$ cat config.mk
export PLATFORM = sky130hd
export DESIGN_NAME = lsu_controller
export DESIGN_NICKNAME = d
export VERILOG_FILES = /design/src/rtl/lsu_controller_pkg.sv /design/src/rtl/lsu_controller_align.sv /design/src/rtl/lsu_controller.sv
export SDC_FILE = /design/constraint.sdc
export NUM_CORES = 1
export LEC_CHECK = 0
export CAP_MARGIN = 20
export CORE_MARGIN = 2
export CORE_UTILIZATION = 35
export DETAILED_ROUTE_END_ITERATION = 10
export GPL_ROUTABILITY_DRIVEN = 0
export PLACE_DENSITY = 0.66
export SYNTH_ARGS = -nofsm -noshare
export SYNTH_HDL_FRONTEND = slang
export SYNTH_SLANG_ARGS = --single-unit
$ cat constraint.sdc
create_clock -name clk -period 5.8 [get_ports clk]
set_input_delay 1.74 -clock clk [delete_from_list [all_inputs] [get_ports clk]]
set_output_delay 1.74 -clock clk [all_outputs]
set_load 0.005 [all_outputs]
$ cat src/rtl/lsu_controller_pkg.sv
// Shared encodings for the load/store unit: funct3 access sizes, internal
// memory access size, fault causes, FSM states and a size-decode helper.
package lsu_controller_pkg;

  // Load access sizes as encoded in funct3
  localparam logic [2:0] FUNCT3_LB  = 3'b000;
  localparam logic [2:0] FUNCT3_LH  = 3'b001;
  localparam logic [2:0] FUNCT3_LW  = 3'b010;
  localparam logic [2:0] FUNCT3_LBU = 3'b100;
  localparam logic [2:0] FUNCT3_LHU = 3'b101;

  // Store access sizes share the low encodings
  localparam logic [2:0] FUNCT3_SB  = 3'b000;
  localparam logic [2:0] FUNCT3_SH  = 3'b001;
  localparam logic [2:0] FUNCT3_SW  = 3'b010;

  // Internal access size; MEM_IDLE doubles as "no legal size"
  typedef enum logic [1:0] {
    MEM_IDLE     = 2'b00,
    MEM_BYTE     = 2'b01,
    MEM_HALFWORD = 2'b10,
    MEM_WORD     = 2'b11
  } mem_size_e;

  // Fault cause encodings reported on fault_cause
  localparam logic [1:0] CAUSE_NONE       = 2'b00;
  localparam logic [1:0] CAUSE_MISALIGNED = 2'b01;
  localparam logic [1:0] CAUSE_TIMEOUT    = 2'b10;
  localparam logic [1:0] CAUSE_ILLEGAL    = 2'b11;

  // Controller FSM states
  typedef enum logic [1:0] {
    ST_IDLE   = 2'b00,
    ST_ACCESS = 2'b01,
    ST_DONE   = 2'b10,
    ST_ERR    = 2'b11
  } lsu_state_e;

  // Map funct3 to an access size; unused encodings return MEM_IDLE
  function automatic mem_size_e decode_size(input logic [2:0] f3);
    mem_size_e sz;
    case (f3)
      FUNCT3_LB, FUNCT3_LBU: sz = MEM_BYTE;
      FUNCT3_LH, FUNCT3_LHU: sz = MEM_HALFWORD;
      FUNCT3_LW:             sz = MEM_WORD;
      default:               sz = MEM_IDLE;
    endcase
    return sz;
  endfunction

endpackage

$ cat src/rtl/lsu_controller_align.sv
// Combinational lane steering: legality/alignment checks, byte enables,
// store data replication and load lane extraction with sign/zero extension.
module lsu_controller_align
  import lsu_controller_pkg::*;
(
  input  logic [2:0]  funct3,
  input  logic [1:0]  byte_off,
  input  logic [31:0] wdata,
  input  logic [31:0] mem_rdata,
  output logic        legal,
  output logic        aligned,
  output logic [3:0]  be,
  output logic [31:0] wdata_lanes,
  output logic [31:0] rdata_ext
);

  mem_size_e   size;
  logic        zero_ext;
  logic [7:0]  byte_lane;
  logic [15:0] half_lane;

  // Decode size, check alignment, steer lanes in both directions
  always_comb begin
    size        = decode_size(funct3);
    zero_ext    = funct3[2];
    legal       = (size != MEM_IDLE);
    aligned     = 1'b1;
    be          = 4'b0000;
    wdata_lanes = 32'h0;
    rdata_ext   = 32'h0;

    case (byte_off)
      2'd0:    byte_lane = mem_rdata[7:0];
      2'd1:    byte_lane = mem_rdata[15:8];
      2'd2:    byte_lane = mem_rdata[23:16];
      default: byte_lane = mem_rdata[31:24];
    endcase
    half_lane = byte_off[1] ? mem_rdata[31:16] : mem_rdata[15:0];

    case (size)
      MEM_BYTE: begin
        be          = 4'b0001 << byte_off;
        wdata_lanes = {4{wdata[7:0]}};
        rdata_ext   = zero_ext ? {24'h0, byte_lane} : {{24{byte_lane[7]}}, byte_lane};
      end
      MEM_HALFWORD: begin
        aligned     = ~byte_off[0];
        be          = 4'b0011 << {byte_off[1], 1'b0};
        wdata_lanes = {2{wdata[15:0]}};
        rdata_ext   = zero_ext ? {16'h0, half_lane} : {{16{half_lane[15]}}, half_lane};
      end
      MEM_WORD: begin
        aligned     = (byte_off == 2'b00);
        be          = 4'b1111;
        wdata_lanes = wdata;
        rdata_ext   = mem_rdata;
      end
      default: begin
        aligned = 1'b1;
      end
    endcase
  end

endmodule

$ cat src/rtl/lsu_controller.sv
// Load/store unit controller: accepts one load or store from decode, runs a
// req/ack handshake with data memory, and returns an extended load result or
// a fault (misaligned, illegal size, timeout).
//
// Memory handshake: mem_req rises in the first ACCESS cycle and stays high,
// with mem_we/mem_addr/mem_be/mem_wdata stable, until the cycle mem_ack is
// sampled high; that cycle completes the transfer and mem_rdata is captured.
// mem_ack outside ACCESS carries no meaning and is ignored.
module lsu_controller
  import lsu_controller_pkg::*;
#(
  parameter int ADDR_WIDTH     = 32,
  parameter int TIMEOUT_CYCLES = 16
) (
  input  logic                  clk,
  input  logic                  rst,
  input  logic                  start_load,
  input  logic                  start_store,
  input  logic [2:0]            funct3,
  input  logic [ADDR_WIDTH-1:0] addr,
  input  logic [31:0]           wdata,
  output logic                  stall,
  output logic                  done,
  output logic [31:0]           rdata,
  output logic                  fault,
  output logic [1:0]            fault_cause,
  output logic                  mem_req,
  output logic                  mem_we,
  output logic [ADDR_WIDTH-1:0] mem_addr,
  output logic [3:0]            mem_be,
  output logic [31:0]           mem_wdata,
  input  logic                  mem_ack,
  input  logic [31:0]           mem_rdata
);

  localparam int              CNT_W    = $clog2(TIMEOUT_CYCLES);
  localparam logic [CNT_W-1:0] CNT_LAST = CNT_W'(TIMEOUT_CYCLES - 1);

  lsu_state_e            state, state_next;
  logic [ADDR_WIDTH-1:0] addr_q;
  logic [2:0]            funct3_q;
  logic [31:0]           wdata_q;
  logic                  we_q;
  logic [CNT_W-1:0]      cnt_q;
  logic [31:0]           rdata_q;
  logic [1:0]            cause_q;

  logic        start_any;
  logic        in_idle;
  logic        in_access;
  logic        timed_out;
  logic [2:0]  chk_funct3;
  logic [1:0]  chk_off;
  logic        legal;
  logic        aligned;
  logic [3:0]  be;
  logic [31:0] wdata_lanes;
  logic [31:0] rdata_ext;

  assign start_any = start_load | start_store;
  assign in_idle   = (state == ST_IDLE);
  assign in_access = (state == ST_ACCESS);
  assign timed_out = in_access & ~mem_ack & (cnt_q == CNT_LAST);

  // In IDLE the checker looks at the incoming request; afterwards at the latched one
  assign chk_funct3 = in_idle ? funct3    : funct3_q;
  assign chk_off    = in_idle ? addr[1:0] : addr_q[1:0];

  lsu_controller_align u_align (
    .funct3      (chk_funct3),
    .byte_off    (chk_off),
    .wdata       (wdata_q),
    .mem_rdata   (mem_rdata),
    .legal       (legal),
    .aligned     (aligned),
    .be          (be),
    .wdata_lanes (wdata_lanes),
    .rdata_ext   (rdata_ext)
  );

  // State register
  always_ff @(posedge clk or posedge rst) begin
    if (rst) state <= ST_IDLE;
    else     state <= state_next;
  end

  // Next-state logic; illegal size takes precedence over misalignment
  always_comb begin
    state_next = state;
    case (state)
      ST_IDLE: begin
        if (start_any) state_next = (legal && aligned) ? ST_ACCESS : ST_ERR;
      end
      ST_ACCESS: begin
        if (mem_ack)        state_next = ST_DONE;
        else if (timed_out) state_next = ST_ERR;
      end
      ST_DONE: state_next = ST_IDLE;
      ST_ERR:  state_next = ST_IDLE;
      default: state_next = ST_IDLE;
    endcase
  end

  // Request latch, timeout counter, load result and fault cause registers
  always_ff @(posedge clk or posedge rst) begin
    if (rst) begin
      addr_q   <= '0;
      funct3_q <= 3'b000;
      wdata_q  <= 32'h0;
      we_q     <= 1'b0;
      cnt_q    <= '0;
      rdata_q  <= 32'h0;
      cause_q  <= CAUSE_NONE;
    end else begin
      if (in_idle && start_any) begin
        addr_q   <= addr;
        funct3_q <= funct3;
        wdata_q  <= wdata;
        we_q     <= start_store;
        if (!legal)        cause_q <= CAUSE_ILLEGAL;
        else if (!aligned) cause_q <= CAUSE_MISALIGNED;
      end
      if (in_access) begin
        cnt_q <= cnt_q + CNT_W'(1);
        if (mem_ack && !we_q) rdata_q <= rdata_ext;
        if (timed_out)        cause_q <= CAUSE_TIMEOUT;
      end else begin
        cnt_q <= '0;
      end
    end
  end

  // Outputs decoded from state; memory bus is zero outside ACCESS
  always_comb begin
    stall       = (in_idle & start_any) | in_access;
    done        = (state == ST_DONE);
    fault       = (state == ST_ERR);
    rdata       = rdata_q;
    fault_cause = cause_q;
    mem_req     = in_access;
    mem_we      = in_access & we_q;
    mem_addr    = in_access ? {addr_q[ADDR_WIDTH-1:2], 2'b00} : '0;
    mem_be      = in_access ? be : 4'b0000;
    mem_wdata   = in_access ? wdata_lanes : 32'h0;
  end

endmodule
Word level (Yosys, flattened, before mapping)
Cells that the tools add are included.
- output and inout bits: 107
- input bits: 104
- register bits: 108
- logic and storage cells: 72
- add/subtract/negate cells: 1
- reduce and logical (&&, ||, !) cells: 13
- eq/ne operators: 15
- mux-type cells: 25
- bitwise operators: 8
- shift-type cells: 2
- operators by type and width (kind ; count):
    $pmux W32 S3 ; 2
    $mux W32 ; 4
    $pmux W8 S3 ; 1
    $mux W2 ; 10
    $mux W16 ; 1
    $pmux W2 S3 ; 2
    $pmux W4 S3 ; 1
    $eq A2 B2 Y1 const B ; 5
    $mux W4 ; 2
    $eq A2 B1 Y1 const B ; 3
    $eq A3 B3 Y1 const B ; 2
    $reduce_or A2 Y1 ; 3
    $add A4 B1 Y4 const B ; 1
    $and A1 B1 Y1 ; 4
    $eq A4 B4 Y1 const B ; 1
    $logic_not A2 Y1 ; 2
    $reduce_and A2 Y1 ; 2
    $shl A1 B2 Y4 const A ; 1
    $shl A2 B2 Y4 const A ; 1
    $eq A3 B1 Y1 const B ; 1
    $eq A3 B2 Y1 const B ; 1
    $logic_and A1 B1 Y1 ; 3
    $logic_not A3 Y1 ; 1
    $mux W3 ; 1
    other kinds (7) ; 9

Depth between registers and ports, before layout
- depth after elaboration: 12
- mapped depth: 8
- mapped depth without buffers: 5

Cells and area by module
From an unflattened synthesis, not the netlist that was laid out.
- cells, all modules: 537
- area, all modules: 6070.8 um^2
- by module, submodules not included (module ; area each (um^2) ; cells an instance ; seq. area each (um^2) ; instances):
    lsu_controller ; 4705.8 ; 335 ; 2702.6 ; 1
    lsu_controller_align ; 1365.1 ; 202 ; 0.0 ; 1

Worst setup path before layout
No wires, ideal clock.
- kind: input-to-output
- start point: input port funct3[0]
- end point: output port mem_be[0]
- data required time: 4060 ps
- setup slack: 1125 ps
- path buffers: 2
- cell stages on the path: 6
- arrival time: 2935 ps
- cells stage by stage: or4_1 o31ai_1 buf_2 buf_4 a31oi_1 nor2_1
- word-level cells in the longest chain between the ends: 7
- elaborated cells between the ends (all ways): 14
- those cells by class: eq/ne: 7; mux: 4; reduce/logical: 3
- RTL lines (item ; line ; text):
    from (decl) ; lsu_controller.sv:19 ; input logic [2:0] funct3,
    $mux W3 (*) ; lsu_controller.sv:66 ; assign chk_funct3 = in_idle ? funct3 : funct3_q;
    $eq A3 B1 Y1 (tied with other cells) ; lsu_controller_pkg.sv:42 ; case (f3)
    $reduce_or A2 Y1 ; lsu_controller_pkg.sv:42 ;
    $pmux W2 S3 (*) ; lsu_controller_pkg.sv:42 ;
    $eq A2 B2 Y1 / $eq A2 B1 Y1 (equally long branches) ; lsu_controller_align.sv:40 ; case (size)
    $pmux W4 S3 (*) ; lsu_controller_align.sv:40 ;
    $mux W4 (*) ; lsu_controller.sv:143 ; mem_be = in_access ? be : 4'b0000;
    to (decl) ; lsu_controller.sv:30 ; output logic [3:0] mem_be,
Mark *: on every way between the ends. The rest lies on a longest branch, timed or not.

Final worst setup path
- start point: input port funct3[1]
- end point: output port mem_wdata[26]
- word-level cells in the longest chain between the ends: 7
- elaborated cells between the ends (all ways): 14
- those cells by class: eq/ne: 7; mux: 4; reduce/logical: 3
- RTL lines (item ; line ; text):
    $mux W3 (*) ; lsu_controller.sv:66 ;
    $eq A3 B1 Y1 (tied with other cells) ; lsu_controller_pkg.sv:42 ;
    $reduce_or A2 Y1 ; lsu_controller_pkg.sv:42 ;
    $pmux W2 S3 (*) ; lsu_controller_pkg.sv:42 ;
    $eq A2 B2 Y1 / $eq A2 B1 Y1 (equally long branches) ; lsu_controller_align.sv:40 ;
    $pmux W32 S3 (*) ; lsu_controller_align.sv:40 ;
    $mux W32 (*) ; lsu_controller.sv:144 ; mem_wdata = in_access ? wdata_lanes : 32'h0;
    to (decl) ; lsu_controller.sv:31 ; output logic [31:0] mem_wdata,
Marks and branches as above.

==> reports/results.tsv <==
metric	value	unit
status	completed	
Post-Layout Inst Area	0.00836	mm2
Worst Tran Pin Value	1.04	ns
GRT overflow	0	
Tot GR Track Use	0.216	
starting density of the core	0.359	
crit share post-route	0.975	
Yosys top cell area share	0.473	
Post-Synthesis Cells	653	
min-delay src	addr_q[20]	
Leak Pwr	3.67	nW
antenna-violating nets left	0	
Routed Wire Length	19.0	mm
CP Max Fanout	12	
first drt pass iteration count	7	
RSZ-0062 raised after global routing	no	
mean post-synth cell area	8.76	um2
core area	0.0159	mm2
Area Growth Syn to Fin	46.2	%
full die area	0.0174	mm2
most used cell, CP	clkdlybuf4s50_1	
Netlist cell types	56	
Critical Path AT	3.91	ns
Place WS	0.101	ns
clock slew at reported path FFs	0.07	ns
Period minus WS final	5.65	ns
relative slew slack	0.302	
commonest non-fill, non-tap cell in the layout	nand2_1	
Synth warnings	0	
Max Slew Vio Count	0	
pwr dens	530	mW/mm2
dpl hpwl	13.2	mm
most frequent cells in the layout	223 x nand2_1, 207 x clkdlybuf4s50_1, 108 x dfrtp_1	
global-route wire length before repair	29.9	mm
clock latency on the worst-skew pair	0.36	ns
Hold Slack	0.468	ns
sequential fraction of the synthesis area	0.473	
Hold Path Depth	2	
Post-synth EDFFs	0	
routed vias	5541	
number of I/O pins	211	
max-cap viol count	0	
reg2reg path depth	5	
FF-to-FF setup slack	2.40	ns
hold crit path type	flip-flop to flip-flop	
synthesized flop and latch total	108	
CP peak stage delay	0.54	ns
# setup viols final	0	
share of layout cells above drive strength 1	0.0813	
largest cells by area after synthesis	dfrtp_1 47%, nand2_1 15%, a222oi_1 3.9%	
TritonCTS clock tree	built	
startpoint types	input port	
Root Buffer	clkbuf_16	
hold buffers post-CTS	0	
clock skew	0.0103	ns
Worst path slowest cell	or4b_4	
DRC Markers	0	
pin count of the biggest net entering global routing	70	
final setup margin	0.148	ns
Starting DRT DRC Count	515	
CP required	4.06	ns
number of port buffers	208	
CTS sink count	108	
area leader, netlist	dfrtp_1	
Max Freq	177	MHz
drt wl/cell	17.8	um
Post-Route Setup TNS	0	ns
Post-Syn Area	0.00572	mm2
Die Width	132	um
Tot Pwr	4.43	mW
# rows	46	
Worst R2R End	rdata[15]	
vias in the first global route	5330	
H-tree levels	3	
initial antenna violation count	1	
hold worst-path end	addr_q[20]	
nets	949	
Max Root-Sink Buffers	2	
placed instance area	0.00802	mm2
CTS buffer count	9	
Peak VDD IR	0.361	mV
detailed-route vias per instance	5.20	
Top FF cell, synth	dfrtp_1	
FF-to-FF Start	state[0]	
Post-CTS Setup Bufs	0	
CP endpoint kind	output pin	
asr flop ratio synth	1.00	
Critical Setup Path Class	input port to output pin	
height of the die	132	um
critical path cell sequence	clkdlybuf4s50_1 -> or4b_4 -> o21ai_4 -> buf_4 -> a222oi_1 -> nor2_1 -> clkdlybuf4s50_1	
final hold vios	0	
==> sequential cells by signal, summed over array words and instances, names as in the netlist <==
| register | count |
|---|---|
| rdata | 32 |
| funct3_q | 3 |
| wdata_q | 32 |
| we_q | 1 |
| state | 2 |
| addr_q | 32 |
| cnt_q | 4 |
| fault_cause | 2 |
==> area by class of cell <==
type	instances	area, um2
Fill cell	1511	7580
Multi-Input combinational cell	492	2810
Sequential cell	108	2700
Timing Repair Buffer	227	2240
Tap cell	216	270
Clock buffer	9	225
Clock inverter	7	82.6
Inverter	6	25.0
Antenna cell	1	2.50
==> worst max path at each step <==
stage	slack (ns)	depth (start not counted)	start	to
after detailed placement	0.10	7	funct3[0]	mem_wdata[10]
after global routing	0.07	7	funct3[1]	mem_wdata[26]
after global placement	0.12	7	funct3[0]	mem_wdata[25]
after floorplan	1.13	6	funct3[0]	mem_be[0]
final	0.15	7	funct3[1]	mem_wdata[26]
after CTS	0.08	7	funct3[0]	mem_wdata[26]
==> logic make-up (layout without fill, tap and decap cells) <==
kind of cell | count (synthesis) | in the layout | share of synthesized area
XOR/XNOR | 2 | 2 | 0.00306
flip-flops | 108 | 108 | 0.473
other | 1 | 3 | 0.000656
AND/OR/NAND/NOR | 324 | 324 | 0.246
AO/OA/AOI/OAI | 150 | 150 | 0.199
multiplexers | 13 | 13 | 0.0298
buffers and inverters | 54 | 249 | 0.0468
adder cells (fa/ha/maj) | 1 | 1 | 0.00219
==> cell usage after synthesis (3+ instances only) <==
master	number
nand2_1	223
dfrtp_1	108
nor2_1	39
and2_1	33
o21ai_0	30
clkbuf_1	28
a222oi_1	22
a21oi_1	17
a22oi_1	17
a2bb2oi_1	16
o21ai_2	11
buf_2	10
and3_1	8
mux2i_1	8
a211o_1	7
o22ai_1	7
inv_1	6
a31oi_1	5
buf_6	5
buf_4	4
mux2i_4	3
nand3_1	3
==> critical path: cells and delay by family <==
family	cells	cell delay, ns
compound gates	2	0.21
simple gates	2	0.67
buf+inv	3	1.27
==> metrics by stage <==
step / instances / utilization
after detailed placement: 1049 / 0.503
after global placement: 1049 / 0.503
after CTS: 1065 / 0.522
after global routing: 1066 / 0.524
final: 1066 / 0.524
after floorplan: 654 / -
==> per-layer routing <==
| metal | vias to the layer above | GRT usage | part of all wire |
|---|---|---|---|
| met3 | 31 | 0.0592 | 0.079 |
| li1 | 2633 | - | - |
| met2 | 239 | 0.333 | 0.46 |
| met5 | - | 0 | 0 |
| met1 | 2638 | 0.294 | 0.43 |
| met4 | 0 | 0.0731 | 0.028 |
==> where the power goes <==
group | internal, mW | leakage (nW) | switching (mW)
sequential | 1.08 | 1.37 | 0.284
clock | 0.342 | 0.153 | 0.301
combinational | 1.17 | 2.14 | 1.25
total | 2.59 | 3.67 | 1.83
==> timing repair <==
item / 4_1_cts / 5_1_grt
hold endpoints to repair: 0 / 0
gates resized for setup: 0 / 6
setup endpoints to repair: 0 / 34
(Power assumes the default switching activity.)
